File: config.mk
export PLATFORM = sky130hd
export DESIGN_NAME = note_distributor
export DESIGN_NICKNAME = d
export VERILOG_FILES = /design/src/rtl/note_distributor.sv
export SDC_FILE = /design/constraint.sdc
export NUM_CORES = 1
export LEC_CHECK = 0
export ABC_CLOCK_PERIOD_IN_PS = 26300
export CAP_MARGIN = 20
export CORE_AREA = 2 2 207 209
export CTS_CLUSTER_DIAMETER = 40
export CTS_CLUSTER_SIZE = 40
export DETAILED_ROUTE_END_ITERATION = 8
export DIE_AREA = 0 0 209 211
export PLACE_DENSITY = 0.45
export SKIP_CTS_REPAIR_TIMING = 1
export SYNTH_ARGS = -nofsm -noshare
export SYNTH_HDL_FRONTEND = slang
export SYNTH_SLANG_ARGS = --single-unit
File: constraint.sdc
create_clock -name clk -period 26.3 [get_ports clk]
set_input_delay 5.26 -clock clk [delete_from_list [all_inputs] [get_ports clk]]
set_output_delay 5.26 -clock clk [all_outputs]
set_load 0.01 [all_outputs]
File: src/rtl/note_distributor.sv
// Polyphonic voice allocator and sawtooth mixer: latches incoming notes into free voices,
// counts their durations down on beats and sums active voices into a 16-bit sample.
module note_distributor #(
   parameter int NUM_VOICES = 3,
   parameter int PHASE_W    = 20
) (
   input  logic        clk,
   input  logic        reset,
   input  logic        play,
   input  logic        beat,
   input  logic        load_new_note,
   input  logic [5:0]  note_to_load,
   input  logic [5:0]  duration_to_load,
   input  logic        generate_next_sample,
   input  logic        new_frame,
   output logic [15:0] sample_out,
   output logic        new_sample_ready
);

   localparam int IDX_W = (NUM_VOICES > 1) ? $clog2(NUM_VOICES) : 1;

   logic               active_q    [NUM_VOICES];
   logic               active_d    [NUM_VOICES];
   logic [5:0]         note_q      [NUM_VOICES];
   logic [5:0]         note_d      [NUM_VOICES];
   logic [5:0]         remaining_q [NUM_VOICES];
   logic [5:0]         remaining_d [NUM_VOICES];
   logic [PHASE_W-1:0] phase_q     [NUM_VOICES];
   logic [PHASE_W-1:0] phase_d     [NUM_VOICES];
   logic [15:0]        sample_q;
   logic [15:0]        sample_d;
   logic               sampleReady_q;
   logic               sampleReady_d;

   logic               loadOk;
   logic               freeFound;
   logic [IDX_W-1:0]   freeIdx;
   logic signed [15:0] wave;
   logic signed [15:0] mixSum;
   logic               unused_frame;

   assign unused_frame = new_frame;

   // Phase increment per sample: semitone base for 48 kHz, doubled once per octave above A1.
   function automatic logic [PHASE_W-1:0] noteStep(input logic [5:0] note);
      logic [5:0]  idx;
      logic [5:0]  semi;
      logic [5:0]  oct;
      logic [11:0] base;
      idx  = note - 6'd1;
      semi = idx % 6'd12;
      oct  = idx / 6'd12;
      case (semi)
         6'd0:    base = 12'd1201;
         6'd1:    base = 12'd1273;
         6'd2:    base = 12'd1348;
         6'd3:    base = 12'd1428;
         6'd4:    base = 12'd1513;
         6'd5:    base = 12'd1603;
         6'd6:    base = 12'd1698;
         6'd7:    base = 12'd1799;
         6'd8:    base = 12'd1906;
         6'd9:    base = 12'd2020;
         6'd10:   base = 12'd2140;
         default: base = 12'd2267;
      endcase
      return PHASE_W'(base) << oct;
   endfunction

   always_comb begin
      loadOk    = load_new_note && play && (note_to_load != 6'd0) && (duration_to_load != 6'd0);
      freeFound = 1'b0;
      freeIdx   = '0;
      sample_d  = sample_q;
      mixSum    = '0;
      wave      = '0;
      sampleReady_d = generate_next_sample;

      // Walk downward so the lowest-index idle voice wins; uses pre-edge activity only.
      for (int v = NUM_VOICES - 1; v >= 0; v--) begin
         if (!active_q[v]) begin
            freeFound = 1'b1;
            freeIdx   = IDX_W'(v);
         end
      end

      for (int v = 0; v < NUM_VOICES; v++) begin
         active_d[v]    = active_q[v];
         note_d[v]      = note_q[v];
         remaining_d[v] = remaining_q[v];
         phase_d[v]     = phase_q[v];
         if (play && beat && active_q[v]) begin
            remaining_d[v] = remaining_q[v] - 6'd1;
            if (remaining_q[v] == 6'd1) begin
               active_d[v] = 1'b0;
            end
         end
         if (play && generate_next_sample && active_q[v]) begin
            phase_d[v] = phase_q[v] + noteStep(note_q[v]);
         end
      end

      if (loadOk && freeFound) begin
         active_d[freeIdx]    = 1'b1;
         note_d[freeIdx]      = note_to_load;
         remaining_d[freeIdx] = duration_to_load;
         phase_d[freeIdx]     = '0;
      end

      // Sawtooth from the top phase bits, attenuated by 4 so several voices cannot overflow.
      for (int v = 0; v < NUM_VOICES; v++) begin
         if (active_d[v]) begin
            wave   = $signed({~phase_d[v][PHASE_W-1], phase_d[v][PHASE_W-2 -: 15]});
            mixSum = mixSum + (wave >>> 2);
         end
      end

      if (generate_next_sample) begin
         sample_d = play ? mixSum : 16'd0;
      end
   end

   always_ff @(posedge clk or posedge reset) begin
      if (reset) begin
         for (int v = 0; v < NUM_VOICES; v++) begin
            active_q[v]    <= 1'b0;
            note_q[v]      <= '0;
            remaining_q[v] <= '0;
            phase_q[v]     <= '0;
         end
         sample_q      <= '0;
         sampleReady_q <= 1'b0;
      end else begin
         for (int v = 0; v < NUM_VOICES; v++) begin
            active_q[v]    <= active_d[v];
            note_q[v]      <= note_d[v];
            remaining_q[v] <= remaining_d[v];
            phase_q[v]     <= phase_d[v];
         end
         sample_q      <= sample_d;
         sampleReady_q <= sampleReady_d;
      end
   end

   assign sample_out       = sample_q;
   assign new_sample_ready = sampleReady_q;

endmodule

# Word level (Yosys, flattened, before mapping)
# Memories as Yosys holds them, arrays and structs flattened.
# Cells that the tools add are included.
[op_classes] shift=3 mul=0 n_addsub=11 n_mux=39 n_div=6 n_eq_ne=3 n_reduce_logical=18 bitwise_logic=7 n_lt_le_gt_ge=2
[ops] operator="$mux W20" n=4
[ops] operator="$mux W12" n=6
[ops] operator="$mux W16" n=4
[ops] operator="$add A20 B20 Y20" n=3
[ops] operator="$and A60 B60 Y60" n=1
[ops] operator="$mux W60" n=1
[ops] operator="$not A60 Y60" n=1
[ops] operator="$shl A12 B6 Y20" n=3
[ops] operator="$demux W20 S2" n=1
[ops] operator="$bwmux W18" n=2
[ops] operator="$sub A6 B1 Y6 const B" n=6
[ops] operator="$add A16 B14 Y16" n=2
[ops] operator="$mux W6" n=4
[ops] operator="$div A6 B4 Y6 const B" n=3
[ops] operator="$eq A6 B1 Y1 const B" n=3
[ops] operator="$mod A6 B4 Y6 const B" n=3
[ops] operator="$mux W18" n=1
[ops] operator="$logic_and A1 B1 Y1" n=13
[ops] operator="$demux W6 S2" n=1
[ops] operator="$reduce_bool A6 Y1" n=2
[ops] operator="$mux W1" n=10
[ops] operator="$logic_not A2 Y1" n=3
[ops] operator="$mux W2" n=3
[ops] operator="$ge A3 B3 Y1 const B" n=1
[ops] operator="6 further kinds" n=8
[totals] romBits=576 latchBits=0 regBits=116 input_bits=19 n_memories=3 mem_bits_rw=0 out_inout_bits=17
[mem_list] memory="(no name shown)" words=16 width=12 read_ports=1 rd_clocked_by_memory_dff=0 wr=0 line="53" source="case (semi)"
[mem_list] memory="(no name shown)" words=16 width=12 read_ports=1 rd_clocked_by_memory_dff=0 wr=0 line="53"
[mem_list] memory="(no name shown)" words=16 width=12 read_ports=1 rd_clocked_by_memory_dff=0 wr=0 line="53"

# Depth between registers and ports, before layout
# Gate-level depths: netlist of the first run.
[logic_depth] ltp_word=18 depth_mapped=51 mapped_depth_nobuf=48

# Worst setup path before layout of the first run
# OpenSTA, ideal clock, no wires.
[synth_timing] path_kind="input -> register" startpoint="input play" endpoint="register sample_q[15], in the netlist sample_out[15]" setup_slack_ps=15676 cell_stages=26 t_required_ps=26180 arrival_ps=10503 path_buffers=3 path_cell_list="clkbuf_1 nand4_1 or2_2 clkbuf_1 nor2_1 clkbuf_1 a21oi_1 ha_1 fa_1 a21o_1 a21oi_1 o21bai_1 a211o_1 a31oi_1 xnor2_1 mux2_2 ha_1 or3_1 o31ai_1 o21ai_0 a21o_1 a21oi_1 xnor2_1 nor2_1 xor2_1 a31o_2"
[synth_rtl] item="start: declaration" line="9" source="input logic play,"
[synth_rtl] item="end signal: assignment" line="140" source="sample_q <= sample_d;"
[synth_rtl] item="end: declaration" line="30" source="logic [15:0] sample_q;"

# Worst setup path in the final report of the first run
[layout_timing] startpoint="register note_q[12] (netlist name)" endpoint="register sample_q[15], in the netlist sample_out[15]"
[layout_via] elab_chain_len=17 word_cells_on_any_way=19
[layout_rtl] item="start: declaration" line="24" source="logic [5:0] note_q [NUM_VOICES];"
[layout_rtl] item="start signal: indexed assignment" line="136" source="note_q[v] <= note_d[v];"
[layout_rtl] item="$sub A6 B1 Y6 (*)" line="50" source="idx = note - 6'd1;"
[layout_rtl] item="$mod A6 B4 Y6" line="51" source="semi = idx % 6'd12;"
[layout_rtl] item="$mem_v2 Z16 W12 / $logic_not A2 Y1 (equally long branches)"
[layout_rtl] item="$mux W12" line="53"
[layout_rtl] item="$mux W12" line="98" source="if (play && generate_next_sample && active_q[v]) begin"
[layout_rtl] item="$shl A12 B6 Y20 (*)" line="67" source="return PHASE_W'(base) << oct;"
[layout_rtl] item="$add A20 B20 Y20 (*)" line="99" source="phase_d[v] = phase_q[v] + noteStep(note_q[v]);"
[layout_rtl] item="$mux W20 (*)" line="98"
[layout_rtl] item="$and A60 B60 Y60 (no source line)"
[layout_rtl] item="$mux W60 (*)" line="103" source="if (loadOk && freeFound) begin"
[layout_rtl] item="$not A1 Y1" line="113" source="wave = $signed({~phase_d[v][PHASE_W-1], phase_d[v][PHASE_W-2 -: 15]});"
[layout_rtl] item="$mux W16 (*)" line="112" source="if (active_d[v]) begin"
[layout_rtl] item="$add A16 B14 Y16" line="114" source="mixSum = mixSum + (wave >>> 2);"
[layout_rtl] item="$mux W16 (*)" line="112"
[layout_rtl] item="$add A16 B14 Y16" line="114"
[layout_rtl] item="$mux W16 (*)" line="112"
[layout_rtl] item="$mux W16 (*)" line="119" source="sample_d = play ? mixSum : 16'd0;"
# Mark *: on every way between the ends. The rest lies on a longest branch, timed or not. The select of a mux whose other input is x is not followed.
# A chain may end at the register's enable or synchronous reset.

==> out/metrics.yaml, run 1 <==
worst_setup_path:
  required_ns: 26.69
  critPathMaxFanout: 27
  r2r_start: "note_q[12]"
  crit_path_top_delay_cell: "ha_1"
  crit_type: "reg2reg"
  critical_path.top_delay_family: "compound AO/OA/AOI/OAI gates"
  startpoint_type: "flip-flop"
  crit_path_end_kind: "flip-flop"
  slowest_delay_ns: 0.90
  startpoint: "note_q[12]"
  crit_buf_inv: 1
  crit_arrival_ns: 12.53
synthesis:
  yosysSeqAreaShare_pct: 23.45
  syn_area_um2: 12380
  syn-num-nets: 1695
  ys.flop_type: "dfrtp_1"
  synth_edf_count: 0
  synth_seq_cells: 116
  syn_inst: 1558
  ys_types: 92
  synth_warnings: 0
  synth.avg_cell_area_um2: 7.946
  async_flop_share_pct: 100.0
floorplanning:
  die_area_um2: 44100
  rows: 75
  die_x_um: 209
  core_um2: 41760
  dieHeight_um: 211
  initial_core_util_pct: 29.65
  ios: 36
global_route:
  grt_pass1_wl_mm: 57.89
  grt_pass1_vias: 10460
  grt_max_degree: 72
  grt_usage_pct: 16.54
  grt_overflow: 0
  antenna_found_initial: 0
clock_tree:
  root_buffer: "clkbuf_16"
  cts_buffers: 17
  htreeDepth: 4
  clkTransAtPathRegs_ns: 0.06
  cts.sinks: 116
  cts_tree: "done"
  cts_buffer_depth: 2
  clock_latency_ns: 0.45
detailed_routing:
  via_count: 11045
  wirelength_mm: 35.82
  wl_per_cell_um: 17.06
  drc: 0
  drtIter0Drc: 623
  ant_nets: 0
  dr.pass1.iters: 5
  via_per_inst: 5.262
layout:
  diodes: 0
  drive_above_1_share_pct: 8.526
  layout.cells.non_filler: 2099
  syn_to_final_growth_pct: 11.57
  layout.nets: 1684
placement:
  place_ws_ns: 13.97
  port_buffers: 34
  hpwl_mm: 26.75
  dp.cells: 2067
  gp_congestion: 0.8528
timing:
  worst_pin_slew_ns: 1.103
  hold_violations: 0
  fmax_ghz: 0.08237
  fin_setup_tns_ns: 0
  hold_ws_ns: 0.4899
  slew-limit-headroom_pct: 26.47
  fin_crit_ns: 12.14
  final_max_slew_viol_count: 0
  final.period_utilization_pct: 46.16
  rsz0062_at_grt: "false"
  finalSetupViolations: 0
  skew_ns: 0.009363
  worst_slack_ns: 14.16
flow_run:
  maxCapViolCount: 0
hold_path:
  min-delay-start: "sample_out[0]"
  hp-class: "reg2reg"
run_status:
  status: "finished clean"
[registers in the layout (all words and copies together) (netlist names)]
name	count
note_q	18
remaining_q	18
phase_q	60
active_q	3
sample_out	16
new_sample_ready	1
[worst reg2reg max path, delay by kind of cell (launching register included)]
| kind | cells | cell delay (ns) |
|---|---|---|
| AND/OR/NAND/NOR | 11 | 2.23 |
| adder cells (fa/ha/maj) | 6 | 2.73 |
| XOR/XNOR | 6 | 1.35 |
| buffers and inverters | 1 | 0.25 |
| AO/OA/AOI/OAI | 18 | 4.90 |
| flip-flops | 1 | 0.59 |
[cell type report]
type / instances / area [um2]
clock buffers: 19 / 442.9
clock inverters: 13 / 181.4
fillers: 4412 / 27950
inverters: 46 / 175.2
multi-input cells: 1317 / 8984
flip-flops and latches: 116 / 2903
well taps: 539 / 674.4
repair buffers: 49 / 452.9
[layer usage]
metal	wire, um	track usage (%)
met1	18460	23.66
met2	15490	25.30
met3	1306	2.974
met4	566	4.877
met5	0	0
[synthesized netlist by cell type (7+ instances only)]
cell / number / share of area [%]
or2_2: 15 / 0.76
mux2_2: 31 / 2.8
mux2i_1: 45 / 3.6
inv_1: 45 / 1.4
o31ai_1: 11 / 0.67
a21o_1: 24 / 1.5
nor2b_1: 19 / 0.96
o21ai_0: 82 / 3.3
a21oi_1: 150 / 6.1
and3_1: 17 / 0.86
o211ai_1: 8 / 0.49
o21a_1: 7 / 0.42
buf_1: 7 / 0.21
o21bai_1: 8 / 0.49
or3_1: 23 / 1.2
xor2_1: 41 / 2.9
ha_1: 113 / 11
nand2b_1: 10 / 0.51
buf_2: 7 / 0.28
nor3_1: 48 / 1.9
o22ai_1: 14 / 0.71
dfrtp_1: 116 / 23
a211oi_1: 19 / 1.2
xnor2_1: 64 / 4.5
nor2_1: 112 / 3.4
clkbuf_1: 60 / 1.8
and2_1: 19 / 0.96
nor4_1: 13 / 0.66
o2bb2ai_1: 12 / 0.85
nand3_1: 49 / 2.0
nor3b_1: 8 / 0.49
a31oi_1: 26 / 1.3
nand2_1: 200 / 6.1
a31o_2: 9 / 0.64
[metrics by stage]
stage          utilization (%)  instance area, um2
2_1_floorplan                -               12380
3_3_place_gp             31.58               13190
3_5_place_dp             31.58               13190
4_1_cts                  33.08               13810
5_1_grt                  33.08               13810
6_report                 33.08               13810
[final timing paths]
kind | to | slack [ns] | depth (start not counted)
worst min register to register | sample_out[0] | 0.49 | 1
max in group asynchronous | phase_q[7] | 19.71 | 3
worst min-delay path | sample_out[0] | 0.49 | 1
min in group asynchronous | note_q[10] | 5.38 | 2
worst max register to register | sample_out[15] | 14.16 | 42
worst max-delay path | sample_out[15] | 14.16 | 42
[cells in the final DEF, fill, tap and decap left out, types with 17 or more instances in the layout]
master and instances:
a21oi_1 149, nand3_1 49, mux2i_1 45, mux2_2 31, inv_1 44, or3_1 23, and3_1 17, nor2b_1 19
nor3_1 48, a211oi_1 19, dfrtp_1 116, nor2_1 110, clkbuf_16 17, ha_1 113, and2_1 19, a21o_1 24
xnor2_1 64, clkdlybuf4s50_1 34, o21ai_0 82, nand2_1 200, a31oi_1 26, xor2_1 41
[cells by family after synthesis]
logic type	Yosys count	share of synthesized area [%]
multiplexers	81	7.367
adder cells (fa/ha/maj)	118	12.23
buffers and inverters	125	4.103
AND/OR/NAND/NOR	567	22.07
XOR/XNOR	107	7.741
flip-flops	116	23.45
AO/OA/AOI/OAI	444	23.04
Power of run 1 is left out: the tool's default activity adds up to more than one toggle a clock period on the data nets, which glitch-free logic cannot reach.
==> inputs of run 2 (changes only) <==
Settings changed: ABC_CLOCK_PERIOD_IN_PS 26300 to 10990, PLACE_DENSITY 0.45 to 0.47.
Clock period 26.3 ns to 10.99 ns, I/O delays scaled along.
==> out/metrics.yaml, run 2 (same netlist as run 1, synthesis figures left out) <==
placement:
  place_area_um2: 13440
  dp.cells: 2101
  hpwl_mm: 26.90
  gp_congestion: 0.8451
  place_ws_ns: 0.5657
  port_buffers: 34
clock_tree:
  cts_tree: "done"
  htreeDepth: 4
  cts_buffers: 17
  clkTransAtPathRegs_ns: 0.06
  cts_buffer_depth: 2
  root_buffer: "clkbuf_16"
  cts.sinks: 116
  clock_latency_ns: 0.44
global_route:
  grt_max_degree: 61
  grt_usage_pct: 16.72
  antenna_found_initial: 0
  grt_pass1_wl_mm: 59.07
  grt_overflow: 0
  grt_pass1_vias: 10957
worst_setup_path:
  crit_buf_inv: 5
  crit_path_end_kind: "flip-flop"
  critical_path.top_delay_family: "compound AO/OA/AOI/OAI gates"
  crit_type: "reg2reg"
  timing.critical_path.mode_cell: "buf_4"
  crit_path_top_delay_cell: "or4_4"
  slowest_delay_ns: 0.56
  crit_arrival_ns: 10.58
  required_ns: 11.32
  critPathMaxFanout: 11
  startpoint_type: "flip-flop"
layout:
  top_register: "phase_q"
  layout_commonest_cell: "nand2_1"
  drive_above_1_share_pct: 11.19
  syn_to_final_growth_pct: 14.14
  diodes: 0
  layout.nets: 1724
  layout.cells.non_filler: 2139
  top_regs: "phase_q x60, note_q x18, remaining_q x18"
  finish.instance_area_um2: 14130
  layout_common_cells: "nand2_1 (200), a21oi_1 (148), dfrtp_1 (116)"
  largest_reg_flops: 60
hold_path:
  hp-class: "reg2reg"
timing:
  hold_ws_ns: 0.4867
  fmax_ghz: 0.09754
  final.period_utilization_pct: 93.29
  skew_ns: 0.008309
  worst_pin_slew_ns: 1.008
  hold_violations: 0
  slew-limit-headroom_pct: 32.64
  fin_crit_ns: 10.25
  worst_slack_ns: 0.7374
  finalSetupViolations: 0
  final_max_slew_viol_count: 0
detailed_routing:
  drtIter0Drc: 853
  m1WireLength_mm: 18.95
  wl_met3_mm: 1.233
  via_count: 11282
  wl_met2_mm: 15.42
  drc: 0
  wirelength_mm: 35.99
  via_per_inst: 5.274
  wl_per_cell_um: 16.82
  routed.top_layer: "met4"
  dr.pass1.iters: 5
  ant_nets: 0
floorplanning:
  die_area_um2: 44100
  dieHeight_um: 211
  die_x_um: 209
  rows: 75
  ios: 36
  core_um2: 41760
  initial_core_util_pct: 29.65
run_status:
  status: "finished clean"
flow_run:
  maxCapViolCount: 0
## run 2: final cells by class
| type | count | area, um2 |
|---|---|---|
| Fill cell | 4370 | 27630 |
| Multi-Input combinational cell | 1317 | 9025 |
| Sequential cell | 116 | 2903 |
| Timing Repair Buffer | 89 | 753.2 |
| Tap cell | 539 | 674.4 |
| Clock buffer | 22 | 444.2 |
| Inverter | 46 | 175.2 |
| Clock inverter | 10 | 156.4 |
## run 2: final timing paths
path,cells past startpoint,slack [ns],end,from
worst min register to register,1,0.49,sample_out[7],sample_out[7]
worst max register to register,45,0.74,sample_out[15],note_q[13]
min in group asynchronous,2,2.28,sample_out[15],reset
max in group asynchronous,3,7.35,phase_q[15],reset
worst max-delay path,45,0.74,sample_out[15],note_q[13]
worst min-delay path,1,0.49,sample_out[7],sample_out[7]
## run 2: per-stage QoR
stage / util (%) / setup TNS (ns)
final: 33.84 / 0
after global routing: 33.84 / -0.0008340
after CTS: 33.63 / 0
after detailed placement: 32.19 / 0
after global placement: 32.19 / 0
after floorplan: - / 0
## run 2: metal layers
metal,vias up,GRT usage [%]
li1,5739,-
met1,5315,24.48
met2,203,25.51
met3,25,2.840
met4,0,3.867
met5,-,0
Power of run 2 is left out for the same reason.
==> inputs of run 3 (changes only) <==
Settings changed: ABC_CLOCK_PERIOD_IN_PS 10990 to 9900, CORE_AREA 2 2 207 209 to 3 3 208 210, DIE_AREA 0 0 209 211 to 0 0 211 213, PLACE_DENSITY 0.47 to 0.45.
Clock period 10.99 ns to 9.9 ns, I/O delays scaled along.
==> out/metrics.yaml, run 3 (same netlist as run 1, synthesis figures left out) <==
timing:
  slew-limit-headroom_pct: 30.23
  finalSetupViolations: 0
  worst_pin_slew_ns: 1.047
  final.period_utilization_pct: 96.34
  skew_ns: 0.01397
  fin_crit_ns: 9.538
  hold_violations: 0
  fmax_ghz: 0.1048
  final_max_slew_viol_count: 0
  fin_setup_tns_ns: 0
clock_tree:
  clock_latency_ns: 0.43
  cts_buffer_depth: 2
  cts.sinks: 116
  cts_tree: "done"
  cts_buffers: 17
  root_buffer: "clkbuf_16"
  clkTransAtPathRegs_ns: 0.06
  htreeDepth: 4
global_route:
  grt_overflow: 0
  grt_pass1_wl_mm: 61.42
  antenna_found_initial: 0
  grt_usage_pct: 16.95
  grt_max_degree: 67
  grt_pass1_vias: 11436
floorplanning:
  die_x_um: 211
  initial_core_util_pct: 29.65
  rows: 75
  ios: 36
  die_area_um2: 44940
  core_um2: 41760
  dieHeight_um: 213
placement:
  port_buffers: 34
  place_area_um2: 14670
  hpwl_mm: 29.03
  gp_congestion: 0.8808
layout:
  drive_above_1_share_pct: 23.55
  diodes: 0
  largest_reg_flops: 60
  multi_input_area_um2: 9409
  layout_commonest_cell: "buf_4"
  fill_cells: 4319
  layout.nets: 1895
  seq_area_um2: 2903
  top_register: "phase_q"
  finish.instance_area_um2: 15840
  syn_to_final_growth_pct: 27.90
  layout_common_cells: "buf_4 (222), nand2_1 (200), a21oi_1 (129)"
  top_regs: "phase_q x60, note_q x18, remaining_q x18"
flow_run:
  maxCapViolCount: 0
worst_setup_path:
  crit_buf_inv: 5
  crit_type: "reg2reg"
  startpoint: "note_q[13]"
  slowest_delay_ns: 0.55
  crit_path_end_kind: "flip-flop"
  timing.critical_path.mode_cell: "buf_4"
  startpoint_type: "flip-flop"
  crit_arrival_ns: 9.85
  required_ns: 10.22
  critPathMaxFanout: 6
  crit_path_top_delay_cell: "or4_4"
  r2r_start: "note_q[13]"
  critical_path.top_delay_family: "compound AO/OA/AOI/OAI gates"
detailed_routing:
  wirelength_mm: 38.14
  drc: 0
  via_per_inst: 5.155
  drtIter0Drc: 686
  via_count: 11908
  wl_per_cell_um: 16.51
  dr.pass1.iters: 5
  ant_nets: 0
hold_path:
  min-delay-start: "sample_out[4]"
  hp-class: "reg2reg"
run_status:
  status: "finished clean"
==> run 3: cell type report <==
cell class	instances	share of cell area, %
multi-input cells	1317	59.42
inverters	46	1.106
clock buffers	20	2.947
clock inverters	12	0.8138
well taps	539	4.259
repair buffers	260	13.12
flip-flops and latches	116	18.33
==> run 3: worst register-to-register path, delay by kind of cell (launching register included) <==
kind	cells	cell delay, ns
adder cells (fa/ha/maj)	4	1.01
AO/OA/AOI/OAI	17	3.45
flip-flops	1	0.42
multiplexers	2	0.47
AND/OR/NAND/NOR	11	2.72
buffers and inverters	5	0.69
XOR/XNOR	5	0.66
==> run 3: stage by stage <==
stage | hold WS [ns] | util, % | worst slack [ns] | instances
after floorplan | 0.4867 | - | 0.4018 | 1558
after global placement | 0.4787 | 35.14 | -0.1977 | 2263
after detailed placement | 0.4768 | 35.14 | -0.2008 | 2263
after CTS | 0.4950 | 36.56 | -0.2826 | 2295
after global routing | 0.5101 | 37.92 | -0.04055 | 2310
final | 0.4883 | 37.92 | 0.3623 | 2310
==> run 3: layer usage <==
layer	wire length, um	track usage, %
met4	402	3.279
met1	20120	25.51
met5	0	0
met2	16580	26.01
met3	1042	2.263
==> run 3: worst paths after layout <==
check / endpoint / slack, ns / depth (start not counted)
max: sample_out[15] / 0.36 / 44
min: sample_out[4] / 0.49 / 1
max reg2reg: sample_out[15] / 0.36 / 44
min reg2reg: sample_out[4] / 0.49 / 1
max in group asynchronous: phase_q[11] / 6.51 / 3
min in group asynchronous: remaining_q[10] / 2.01 / 2
Power of run 3 is left out for the same reason.
